`src/rtl/sd_regfile_if.sv`:
```
// Software access bus for sd_regfile: write/read strobes, address, data and byte enables
// from the master, and a one-cycle registered read response and error pulse from the slave.
interface sd_regfile_if #(
   parameter int unsigned AW = 4
);
   logic          wr_en;
   logic          rd_en;
   logic [AW-1:0] addr;
   logic [31:0]   wdata;
   logic [3:0]    be;
   logic [31:0]   rdata;
   logic          rvalid;
   logic          err;

   modport master (
      output wr_en, rd_en, addr, wdata, be,
      input  rdata, rvalid, err
   );

   modport slave (
      input  wr_en, rd_en, addr, wdata, be,
      output rdata, rvalid, err
   );
endinterface

```
`src/rtl/sd_regfile.sv`:
```
// Register file with per-bit RW / RO / W1C / auto-clear behaviour, hardware load and set ports.
// Define SD_REGFILE_IRQ_EN to build the registered interrupt output; otherwise irq is tied low.
module sd_regfile #(
   parameter int unsigned           NUM_REGS     = 16,
   parameter int unsigned           AW           = 4,
   parameter logic [32*NUM_REGS-1:0] RESET_VAL   = '0,
   parameter logic [32*NUM_REGS-1:0] RW_MASK     = '1,
   parameter logic [32*NUM_REGS-1:0] W1C_MASK    = '0,
   parameter logic [32*NUM_REGS-1:0] AC_MASK     = '0,
   parameter int unsigned           IRQ_STAT_IDX = 12,
   parameter int unsigned           IRQ_EN_IDX   = 13
) (
   input  logic                   clk,
   input  logic                   reset,
   sd_regfile_if.slave            bus,
   input  logic [NUM_REGS-1:0]    hw_we,
   input  logic [32*NUM_REGS-1:0] hw_wdata,
   input  logic [32*NUM_REGS-1:0] hw_set,
   output logic [32*NUM_REGS-1:0] regs_out,
   output logic                   irq
);
   // W1C takes precedence over RW; auto-clear only applies to genuine RW bits.
   localparam logic [32*NUM_REGS-1:0] W1C_BITS = W1C_MASK;
   localparam logic [32*NUM_REGS-1:0] RW_BITS  = RW_MASK & ~W1C_MASK;
   localparam logic [32*NUM_REGS-1:0] AC_BITS  = AC_MASK & RW_BITS;

   logic [32*NUM_REGS-1:0] regs_q;
   logic [32*NUM_REGS-1:0] regs_d;
   logic [NUM_REGS-1:0]    sw_sel;
   logic [31:0]            byte_mask;
   logic [31:0]            rd_word;
   logic [31:0]            rdata_q;
   logic                   rvalid_q;
   logic                   err_q;
   logic                   in_range;

   assign in_range  = int'(bus.addr[AW-1:0]) < int'(NUM_REGS);
   assign byte_mask = {{8{bus.be[3]}}, {8{bus.be[2]}}, {8{bus.be[1]}}, {8{bus.be[0]}}};

   always_comb begin
      sw_sel = '0;
      for (int r = 0; r < NUM_REGS; r++) begin
         sw_sel[r] = bus.wr_en && (int'(bus.addr) == r);
      end
   end

   always_comb begin
      regs_d = regs_q;
      for (int r = 0; r < NUM_REGS; r++) begin
         for (int b = 0; b < 32; b++) begin
            if (W1C_BITS[32*r+b]) begin
               regs_d[32*r+b] = hw_set[32*r+b] |
                                (regs_q[32*r+b] & ~(sw_sel[r] & byte_mask[b] & bus.wdata[b]));
            end else if (RW_BITS[32*r+b] && sw_sel[r] && byte_mask[b]) begin
               regs_d[32*r+b] = bus.wdata[b];
            end else if (hw_we[r]) begin
               regs_d[32*r+b] = hw_wdata[32*r+b];
            end else if (AC_BITS[32*r+b]) begin
               regs_d[32*r+b] = 1'b0;
            end
         end
      end
   end

   // Out-of-range addresses match no register, so the read word falls through to zero.
   always_comb begin
      rd_word = '0;
      for (int r = 0; r < NUM_REGS; r++) begin
         if (int'(bus.addr) == r) begin
            rd_word = regs_q[32*r +: 32];
         end
      end
   end

   always_ff @(posedge clk) begin
      if (reset) begin
         regs_q   <= RESET_VAL;
         rdata_q  <= '0;
         rvalid_q <= 1'b0;
         err_q    <= 1'b0;
      end else begin
         regs_q   <= regs_d;
         rvalid_q <= bus.rd_en;
         err_q    <= (bus.rd_en | bus.wr_en) & ~in_range;
         if (bus.rd_en) begin
            rdata_q <= rd_word;
         end
      end
   end

   assign regs_out   = regs_q;
   assign bus.rdata  = rdata_q;
   assign bus.rvalid = rvalid_q;
   assign bus.err    = err_q;

`ifdef SD_REGFILE_IRQ_EN
   logic irq_q;

   always_ff @(posedge clk) begin
      if (reset) begin
         irq_q <= 1'b0;
      end else begin
         irq_q <= |(regs_q[32*IRQ_STAT_IDX +: 32] & regs_q[32*IRQ_EN_IDX +: 32]);
      end
   end

   assign irq = irq_q;
`else
   assign irq = 1'b0;
`endif
endmodule

```
`src/flat_wrapper.sv`:
```
// flat-port wrapper written by rule: the top's interface ports become plain ports
module sd_regfile_flat 
#(
   parameter int unsigned           NUM_REGS     = 16,
   parameter int unsigned           AW           = 4,
   parameter logic [32*NUM_REGS-1:0] RESET_VAL   = '0,
   parameter logic [32*NUM_REGS-1:0] RW_MASK     = '1,
   parameter logic [32*NUM_REGS-1:0] W1C_MASK    = '0,
   parameter logic [32*NUM_REGS-1:0] AC_MASK     = '0,
   parameter int unsigned           IRQ_STAT_IDX = 12,
   parameter int unsigned           IRQ_EN_IDX   = 13
)
  (clk, reset, hw_we, hw_wdata, hw_set, regs_out, irq, bus_wr_en, bus_rd_en, bus_addr, bus_wdata, bus_be, bus_rdata, bus_rvalid, bus_err);
  sd_regfile_if #(.AW(AW)) bus_i ();
  input  logic clk;
  input  logic reset;
  input  logic [NUM_REGS-1:0] hw_we;
  input  logic [32*NUM_REGS-1:0] hw_wdata;
  input  logic [32*NUM_REGS-1:0] hw_set;
  output logic [32*NUM_REGS-1:0] regs_out;
  output logic irq;
  input wire logic [$bits(bus_i.wr_en)-1:0] bus_wr_en;
  input wire logic [$bits(bus_i.rd_en)-1:0] bus_rd_en;
  input wire logic [$bits(bus_i.addr)-1:0] bus_addr;
  input wire logic [$bits(bus_i.wdata)-1:0] bus_wdata;
  input wire logic [$bits(bus_i.be)-1:0] bus_be;
  output wire logic [$bits(bus_i.rdata)-1:0] bus_rdata;
  output wire logic [$bits(bus_i.rvalid)-1:0] bus_rvalid;
  output wire logic [$bits(bus_i.err)-1:0] bus_err;
  assign bus_i.wr_en = bus_wr_en;
  assign bus_i.rd_en = bus_rd_en;
  assign bus_i.addr = bus_addr;
  assign bus_i.wdata = bus_wdata;
  assign bus_i.be = bus_be;
  assign bus_rdata = bus_i.rdata;
  assign bus_rvalid = bus_i.rvalid;
  assign bus_err = bus_i.err;
  sd_regfile #(.NUM_REGS(NUM_REGS), .AW(AW), .RESET_VAL(RESET_VAL), .RW_MASK(RW_MASK), .W1C_MASK(W1C_MASK), .AC_MASK(AC_MASK), .IRQ_STAT_IDX(IRQ_STAT_IDX), .IRQ_EN_IDX(IRQ_EN_IDX)) u_core (.clk(clk), .reset(reset), .bus(bus_i), .hw_we(hw_we), .hw_wdata(hw_wdata), .hw_set(hw_set), .regs_out(regs_out), .irq(irq));
endmodule
```
`config.mk`:
```
export PLATFORM = sky130hd
export DESIGN_NAME = sd_regfile_flat
export DESIGN_NICKNAME = d
export VERILOG_FILES = /design/src/rtl/sd_regfile_if.sv /design/src/rtl/sd_regfile.sv /design/src/flat_wrapper.sv
export SDC_FILE = /design/constraint.sdc
export NUM_CORES = 1
export LEC_CHECK = 0
export ABC_AREA = 0
export BUFFER_PORTS_ARGS = -buffer_cell sky130_fd_sc_hd__buf_4
export CAP_MARGIN = 20
export CORE_AREA = 2 2 642 644
export CTS_BUF_LIST = sky130_fd_sc_hd__clkbuf_4 sky130_fd_sc_hd__clkbuf_8
export CTS_CLUSTER_SIZE = 25
export DETAILED_ROUTE_END_ITERATION = 7
export DIE_AREA = 0 0 644 646
export HOLD_SLACK_MARGIN = 0.1
export PLACE_DENSITY = 0.3
export SYNTH_ARGS = -nofsm -noshare
export SYNTH_HDL_FRONTEND = slang
export SYNTH_SLANG_ARGS = --single-unit
```
`constraint.sdc`:
```
create_clock -name clk -period 4.6 [get_ports clk]
set_input_delay 0.92 -clock clk [delete_from_list [all_inputs] [get_ports clk]]
set_output_delay 0.92 -clock clk [all_outputs]
set_load 0.03 [all_outputs]
```
==> impl_metrics.csv <==
group,metric,value,unit
clock_network,clk_path_buf_depth,4,
synth,synth-simple-area-share,12.5,%
die,row_count,235,
die,core,409000,µm²
finish,final_util,11.6,%
synth,ys_dominant_reg_cell,"dfxtp_1",
setup_path,worst-path-stages,1,
synth,yosys_register_bits,545,
timing,fin_tns_setup,0,ns
detailed_routing,drcViolationCount,0,
die,initial_utilization,7.21,%
synth,synth_cell_types,79,
detailed_routing,route.final.wire_length,362,mm
setup_path,crit_slowest_cell,"dfxtp_1",
detailed_routing,antenna_left,0,
setup_path,path_delay_family,"flip-flops",
finish,layout-drive-gt1-share,35.0,%
clock_network,cts_sinks,545,
die,io_pins,1631,
synth,synth_mux_area_share,21.7,%
flow_run,cap_violations,0,
global_routing,grt.total_usage,16.7,%
setup_path,worstPathMaxFanout,3,
synth,synth.avg_cell_area,8.83,µm²
placement,hpwl,307,mm
synth,synth_fa_ha_area_share,0,%
global_routing,grt_pass1_wl,437,mm
setup_path,start_kind,"flop",
worst_hold_path,hold_class,"in2reg",
detailed_routing,viasPerCell,3.42,
die,die_y,646,µm
finish,finalNonFillerCells,9954,
clock_network,numCtsBuffers,124,
finish,seqCellArea,10900,µm²
synth,synth_compound_area_share,22.5,%
setup_path,regToRegSetupSlack,2.18,ns
detailed_routing,wire_per_inst,36.3,µm
timing,finalMaxSlewViolations,0,
setup_path,cp.required,3.68,ns
clock_network,cts_setup_buffers,0,
timing,slew_headroom,21.4,%
finish,final_nets,5459,
clock_network,cts-root-buf,"clkbuf_8",
synth,synth_common_cells,"nor2_1 (595), mux2i_1 (579), dfxtp_1 (545)",
synth,synth_warnings,0,
finish,final_area,47300,µm²
setup_path,endpoint_kind,"output port",
placement,place.gp.congestion,0.849,
timing,worst_pin_slew,1.18,ns
timing,post-route-period-util,68.5,%
finish,syn2layout_area_growth,60.5,%
synth,synth.top_cell.area_share,37.0,%
setup_path,crit_chain,"buf_4",
power_and_ir_drop,vdd_drop_max,0.237,mV
detailed_routing,vias,34100,
synth,syn_area,29500,µm²
placement,dpl_cell_area,44300,µm²
clock_network,cts.htree.levels,3,
timing,setup_viol,0,
synth,synth_area_leader_cell,"dfxtp_1",
setup_path,critPathCapture,"regs_out[189]",
setup_path,arrival,2.23,ns
detailed_routing,first_pass_iters,5,
timing,rsz0062_at_grt,"false",
global_routing,grt_overflow_total,0,
die,die_x,644,µm
synth,synth_edf_count,0,
clock_network,cts_tree,"done",
placement,io_buffers,1116,
power_and_ir_drop,cellPowerDensity,345,nW/µm²
synth,synth.area.top_cells,"dfxtp_1 (37%), mux2i_1 (20%), a211oi_1 (13%)",
worst_hold_path,min_path_cells,3,
global_routing,grt_antenna_before_repair,180,
synth,ys_seq_area_share,37.0,%
timing,period_minus_slack,3.15,ns
timing,finalClockSkew,0.0640,ns
global_routing,grt_pass1_vias,32800,
die,dieArea,416000,µm²
synth,post-synth-top-count-cell,"nor2_1",
synth,synth_top_family_by_area,"compound AO/OA/AOI/OAI gates",
run_status,outcome,"finished, final reports clean",
placement,dp.cells,9682,
setup_path,reg2reg_to,"u_core.bus.rdata[26]",
timing,hold_viol_final,0,
synth,synth_cells,3340,
global_routing,grt_max_degree,142,
finish,multi_input_area,16800,µm²
setup_path,reg2reg_depth,5,
clock_network,clk_pin_slew,0.06,ns
setup_path,startpoint,"u_core.regs_out[189]",
timing,fmax,0.317,GHz
power_and_ir_drop,leakagePower,19.1,nW
setup_path,path_class,"reg2out",
synth,ys_async_sr_fraction,0,%
detailed_routing,initialDrtViolationCount,3219,
synth,synth-xor-area-share,0,%
clock_network,clk_latency,1.04,ns
setup_path,critPathBufInv,1,
setup_path,r2r-start,"u_core.regs_out[90]",
setup_path,cpPeakStageDelay,0.85,ns
finish,fillers,47300,
layout make-up:
cell class,instances,area share [%]
Antenna cell,39,0.206
Clock buffer,192,5.16
Clock inverter,23,0.719
Inverter,10,0.0846
Multi-Input combinational cell,2412,35.5
Sequential cell,545,23.1
Tap cell,5451,14.4
Timing Repair Buffer,1282,20.9
cell families after synthesis:
logic type | after synthesis
compound gates | 930
other cells | 1
buf+inv | 384
simple gates | 861
flops | 545
mux | 619
worst min-delay path, cell delays in order:
cell	delay, ns
buf_4	0.11
mux2i_1	0.12
a211oi_1	0.08
state kept, by name, summed over array words and instances (netlist names):
register,flops
u_core.bus.rdata,32
u_core.bus.rvalid,1
u_core.regs_out,512
through the flow:
| step | power [mW] | setup WS [ns] | hold WS (ns) |
|---|---|---|---|
| floorplan | 7.11 | 2.30 | 0.571 |
| global placement | 9.81 | 0.767 | 0.465 |
| detailed placement | 9.82 | 0.761 | 0.458 |
| CTS | 16.6 | 1.34 | 0.100 |
| global route | 16.9 | 1.42 | 0.153 |
| finish | 16.3 | 1.45 | 0.249 |
cells in the final DEF (no fill, tap or decap), types with 23 or more instances in the layout:
cell         n
buf_4     1244
nor2_1     595
mux2i_1    579
dfxtp_1    545
a211oi_1   523
clkbuf_8   161
nand2_1    111
o21ai_0    101
a21oi_1     83
diode_2     39
nand3_1     39
o22ai_1     36
clkbuf_4    32
mux2_2      26
a22oi_1     24
o211ai_1    23
worst min-delay path by stage:
stage / start / endpoint / slack (ns)
finish: hw_wdata[309] / u_core.regs_out[309] / 0.25
global route: hw_wdata[351] / u_core.regs_out[351] / 0.15
CTS: hw_wdata[373] / u_core.regs_out[373] / 0.10
detailed placement: u_core.bus.rdata[19] / u_core.bus.rdata[19] / 0.46
global placement: u_core.bus.rdata[18] / u_core.bus.rdata[18] / 0.47
floorplan: u_core.bus.rdata[18] / u_core.bus.rdata[18] / 0.57
per-layer routing:
metal | up-vias | wire length (µm) | track usage [%] | part of all wire (%)
li1 | 14500 | - | - | -
met1 | 17100 | 157000 | 21.4 | 44
met2 | 1892 | 159000 | 26.3 | 44
met3 | 450 | 31800 | 5.38 | 8.8
met4 | 76 | 12600 | 5.02 | 3.5
met5 | - | 486 | 0 | 0.13
where the power goes:
part           switching, mW  total, mW  internal [mW]
combinational           2.70       4.04           1.34
sequential             0.594       5.63           5.04
clock                   2.86       6.66           3.80
total                   6.16       16.3           10.2
repair_timing:
action                                 4_1_cts  5_1_grt
setup endpoints to repair                    0        0
endpoints found under the hold margin       18        0
gates resized for setup                      0        0
hold buffers                                18        0
(Power assumes the default switching activity.)
